$ cat config.mk
export PLATFORM = sky130hd
export DESIGN_NAME = cnt_seq_ctrl
export DESIGN_NICKNAME = d
export VERILOG_FILES = /design/src/rtl/cnt_seq_ctrl.sv
export SDC_FILE = /design/constraint.sdc
export NUM_CORES = 1
export LEC_CHECK = 0
export CAP_MARGIN = 20
export CELL_PAD_IN_SITES_DETAIL_PLACEMENT = 1
export CELL_PAD_IN_SITES_GLOBAL_PLACEMENT = 1
export CORE_AREA = 4 4 75 77
export CTS_CLUSTER_SIZE = 14
export DETAILED_ROUTE_END_ITERATION = 7
export DIE_AREA = 0 0 79 81
export GPL_TIMING_DRIVEN = 0
export PLACE_DENSITY_LB_ADDON = 0.05
export SLEW_MARGIN = 0
export SYNTH_ARGS = -nofsm -noshare
export SYNTH_HDL_FRONTEND = slang
export SYNTH_SLANG_ARGS = --single-unit
$ cat constraint.sdc
create_clock -name clk -period 5.8 [get_ports clk]
set_input_delay 0.87 -clock clk [delete_from_list [all_inputs] [get_ports clk]]
set_output_delay 0.87 -clock clk [all_outputs]
set_load 0.01 [all_outputs]
$ cat src/rtl/cnt_seq_ctrl.sv
// ============================================================================
// cnt_seq_ctrl : pass/repeat sequencer driving a loadable 4-bit up/down counter
// Revision     : 1.0 - initial release
// ============================================================================
`default_nettype none

module cnt_seq_ctrl #(
   parameter int W     = 4,
   parameter int DIV_W = 8,
   parameter int REP_W = 4
) (
   input  logic             clk,
   input  logic             clr,
   input  logic             start,
   input  logic             abort,
   input  logic             cfg_up,
   input  logic [W-1:0]     cfg_start,
   input  logic [W-1:0]     cfg_end,
   input  logic [DIV_W-1:0] cfg_div,
   input  logic [REP_W-1:0] cfg_reps,
   input  logic [W-1:0]     cnt_Q,
   output logic             cnt_ce,
   output logic             cnt_up,
   output logic [W-1:0]     cnt_di,
   output logic             cnt_L,
   output logic             busy,
   output logic             done,
   output logic [REP_W-1:0] pass_cnt
);

   typedef enum logic [1:0] {
      S_IDLE = 2'd0,
      S_LOAD = 2'd1,
      S_RUN  = 2'd2,
      S_DONE = 2'd3
   } state_t;

   localparam logic [DIV_W-1:0] C_DIV_ONE = DIV_W'(1);
   localparam logic [REP_W-1:0] C_REP_ONE = REP_W'(1);

   state_t           r_state;
   state_t           w_next;
   logic [DIV_W-1:0] r_presc;
   logic [REP_W-1:0] r_pass;
   logic [REP_W-1:0] r_reps_left;
   logic             r_up;
   logic [W-1:0]     r_start;
   logic [W-1:0]     r_end;
   logic [DIV_W-1:0] r_div;

   logic w_tick;
   logic w_at_end;
   logic w_abort;

   assign w_tick   = (r_state == S_RUN) && (r_presc == r_div);
   assign w_at_end = (cnt_Q == r_end);
   assign w_abort  = abort && (r_state != S_IDLE);

   assign cnt_up   = r_up;
   assign cnt_di   = r_start;
   assign pass_cnt = r_pass;

   always_ff @(posedge clk) begin
      if (clr) r_state <= S_IDLE;
      else     r_state <= w_next;
   end

   always_comb begin
      w_next = r_state;
      cnt_ce = 1'b0;
      cnt_L  = 1'b0;
      busy   = 1'b0;
      done   = 1'b0;
      case (r_state)
         S_IDLE: if (start && !abort) w_next = S_LOAD;
         S_LOAD: begin
            cnt_L  = 1'b1;
            busy   = 1'b1;
            w_next = S_RUN;
         end
         S_RUN: begin
            busy = 1'b1;
            // abort suppresses the step even on a tick cycle
            cnt_ce = w_tick && !w_at_end && !abort;
            if (w_tick && w_at_end)
               w_next = (r_reps_left == '0) ? S_DONE : S_LOAD;
         end
         S_DONE: begin
            done   = 1'b1;
            w_next = S_IDLE;
         end
         default: w_next = S_IDLE;
      endcase
      if (w_abort) w_next = S_IDLE;
   end

   always_ff @(posedge clk) begin
      if (clr) begin
         r_presc     <= '0;
         r_pass      <= '0;
         r_reps_left <= '0;
         r_up        <= 1'b0;
         r_start     <= '0;
         r_end       <= '0;
         r_div       <= '0;
      end else if (!w_abort) begin
         case (r_state)
            S_IDLE: if (start && !abort) begin
               r_up        <= cfg_up;
               r_start     <= cfg_start;
               r_end       <= cfg_end;
               r_div       <= cfg_div;
               r_reps_left <= cfg_reps;
               r_pass      <= '0;
            end
            S_LOAD: r_presc <= '0;
            S_RUN: begin
               if (w_tick) begin
                  r_presc <= '0;
                  if (w_at_end) begin
                     if (r_pass != '1)         r_pass      <= r_pass + C_REP_ONE;
                     if (r_reps_left != '0)    r_reps_left <= r_reps_left - C_REP_ONE;
                  end
               end else begin
                  r_presc <= r_presc + C_DIV_ONE;
               end
            end
            default: ;
         endcase
      end
   end

endmodule

`default_nettype wire

==> impl_metrics.yaml <==
critical_path:
  crit_family: "buffers and inverters"
  crit_path_max_fanout: 3
  worst-path-buf-inv: 2
  cp-end-kind: "output pin"
  start_kind: "input port"
  cp_slowest_cell: "clkdlybuf4s50_1"
  arrival_ns: 2.45
  critPathKind: "in -> out"
  crit_path_max_incr_delay_ns: 0.59
  critPathMostFrequentCell: "clkdlybuf4s50_1"
  required_ns: 4.93
  path_cells: "clkdlybuf4s50_1 -> xnor2_1 -> nand4_1 -> nor3b_1 -> clkdlybuf4s50_1"
clock_tree:
  clkSlewWorstSetupHoldPaths_ns: 0.07
  h-tree-depth: 2
  clock-sinks: 35
  cts_buffers: 5
  cts-root-buf: "clkbuf_8"
  cts_tree: "done"
  post_cts_resize_count: 0
  worstSkewPairLatency_ns: 0.29
  clk_path_buf_depth: 2
  cts_hold_buf: 0
  cts_post_setup_buffers_inserted: 0
yosys:
  synth_top_family_by_area: "simple AND/OR/NAND/NOR gates"
  synthArstFlopShare: 0
  synthMuxAreaShare: 0
  yosysWarnings: 0
  synth.most_common_cell: "nand2_1"
  synth_edf_count: 0
  yosys.area_share.simple: 0.263
  synth_area_leaders: "dfxtp_1 37%, nand2_1 10%, a21oi_1 6.9%"
  syn_avg_cell_area_um2: 8.25
  synthDistinctLibCells: 43
  synth_top_area_share: 0.374
  synth.cell_area_um2: 1870
  synth_ff_type: "dfxtp_1"
  ys_ff_latch: 35
  synthesis.nets: 263
  yosysSeqAreaShare: 0.374
  synth_xor_area_frac: 0.0922
  synth_commonest_cells: "50 x nand2_1, 35 x dfxtp_1, 26 x a21oi_1"
  postSynthCellCount: 227
  synth_compound_area_frac: 0.176
  yosys.area_share.adder: 0.0468
  yosys.area.top_type: "dfxtp_1"
sta:
  post-route-period-util: 0.572
  whs_ns: 0.456
  finalMaxSlewViolations: 0
  setup_viol: 0
  fin_tns_setup_ns: 0
  max_freq_mhz: 302
  slew_headroom: 0.510
  worstMarginPinSlew_ns: 0.730
  finalHoldViolCount: 0
  rsz0062_at_grt: "false"
  fin_crit_ns: 3.32
  fin_worst_skew_ns: 0.00618
power_and_ir_drop:
  vdd.ir_drop.worst_v: 0.000151
  p_seq_frac: 0.382
  swShare: 0.365
  p_switching_uw: 277
  power.density_nw_per_um2: 311
  power.internal_uw: 483
  clkPwrFrac: 0.228
  leakagePower_uw: 0.000868
  pwr-share-comb: 0.390
floorplan:
  core_um2: 5010
  pin_count: 42
  die_area_um2: 6400
  die_width_um: 79
  start_util: 0.374
  num_rows: 26
  die_y_um: 81
placement:
  gp_congestion: 0.774
  port_buffers: 40
  dp_hpwl_mm: 3.73
layout:
  layout.nets: 310
  syn2layout_area_growth_pct: 30.5
  fillCellCount: 646
  drive_gt1_frac: 0.0800
  n_antenna_cell: 0
drt:
  drt-wirelength-per-cell_um: 14.1
  wirelength_mm: 4.86
  num_vias: 1748
  viasPerCell: 5.07
  ant_nets: 0
  drc: 0
  first_pass_iters: 4
  drt_iter0_drc: 45
global_routing:
  grt_max_degree: 12
  grt_pass1_wl_mm: 8.35
  grtUsageTotal: 0.165
  grtUsageMet1: 0.201
  grt_remaining_overflow: 0
  met3_usage: 0.0388
  use_met2: 0.289
  antenna_found_initial: 0
  grt_busiest_layer: "met2"
  grt_pass1_vias: 1810
flow_run:
  max-cap-violations: 0
outcome:
  status: "finished, final reports clean"
hold_path:
  holdCritPathClass: "reg -> reg"
## cells by family after synthesis
kind of cell    count (synthesis)
simple gates                  100
compound gates                 51
flops                          35
xor+xnor                       18
buf+inv                        16
fa+ha+maj                       7
## cell usage in the layout, fill, tap and decap left out, drive strengths merged, types with 3 or more instances in the layout
| master | instances |
|---|---|
| nand2b | 6 |
| nand4 | 4 |
| clkinv | 3 |
| nand2 | 50 |
| clkdlybuf4s50 | 40 |
| inv | 6 |
| o21bai | 3 |
| nor2 | 11 |
| ha | 7 |
| or2 | 3 |
| o32ai | 3 |
| clkbuf | 10 |
| o21ai | 3 |
| nor2b | 3 |
| or3 | 5 |
| dfxtp | 35 |
| xnor2 | 13 |
| and4 | 3 |
| nand3 | 5 |
| a21oi | 26 |
| buf | 5 |
| xor2 | 5 |
| a211oi | 3 |
## registers in the layout (all words and copies together) (netlist names)
name and cells:
pass_cnt 4, cnt_up 1, r_presc 8, r_div 8, r_reps_left 4, r_end 4
r_state 2, cnt_di 4
## worst register-to-register path, stage by stage, from the launching register on
cell and delay, ns:
dfxtp_1 0.34, inv_1 0.11, ha_1 0.17, buf_6 0.14, inv_2 0.10, or4_4 0.54
buf_6 0.15, a211o_1 0.36, o32ai_1 0.28
## per-layer routing
| metal | wire length [um] | vias to the layer above |
|---|---|---|
| li1 | - | 883 |
| met1 | 2260 | 834 |
| met2 | 2360 | 25 |
| met3 | 180 | 6 |
| met4 | 53 | 0 |
| met5 | 0 | - |
## cell type report
class | count | area [um^2] | share of cell area
clock buffer | 5 | 68.8 | 0.0281
multi-input combinational | 176 | 1080 | 0.443
timing repair buffer | 40 | 400 | 0.164
clock inverter | 3 | 15.0 | 0.00614
sequential | 35 | 701 | 0.287
buffer | 10 | 67.6 | 0.0276
inverter | 6 | 22.5 | 0.00921
tap | 70 | 87.6 | 0.0358
## power by group through the flow
stage          Sequential [uW]  Clock, uW  Combinational [uW]
6_report                   290        173                 297
5_1_grt                    295        193                 331
4_1_cts                    291        181                 300
3_5_place_dp               296          0                 298
3_3_place_gp               296          0                 294
2_1_floorplan              292          0                 202
## final timing paths
check                                      end  cells after the start  slack [ns]        from
worst max-delay path                    cnt_ce                      5        2.48    cnt_Q[3]
worst min-delay path                 cnt_di[2]                      2        0.46   cnt_di[2]
worst max register to register  r_reps_left[3]                      8        3.52  r_state[0]
worst min register to register       cnt_di[2]                      2        0.46   cnt_di[2]
## through the flow
step           power (uW)  utilization  area, um^2  cells  setup WS [ns]
2_1_floorplan         494            -        1870    227           3.48
3_3_place_gp          590        0.471        2360    337           2.50
3_5_place_dp          594        0.471        2360    337           2.48
4_1_cts               772        0.488        2440    345           2.47
5_1_grt               819        0.488        2440    345           2.36
6_report              761        0.488        2440    345           2.48
Note: power is estimated with default switching activity, not from simulation.
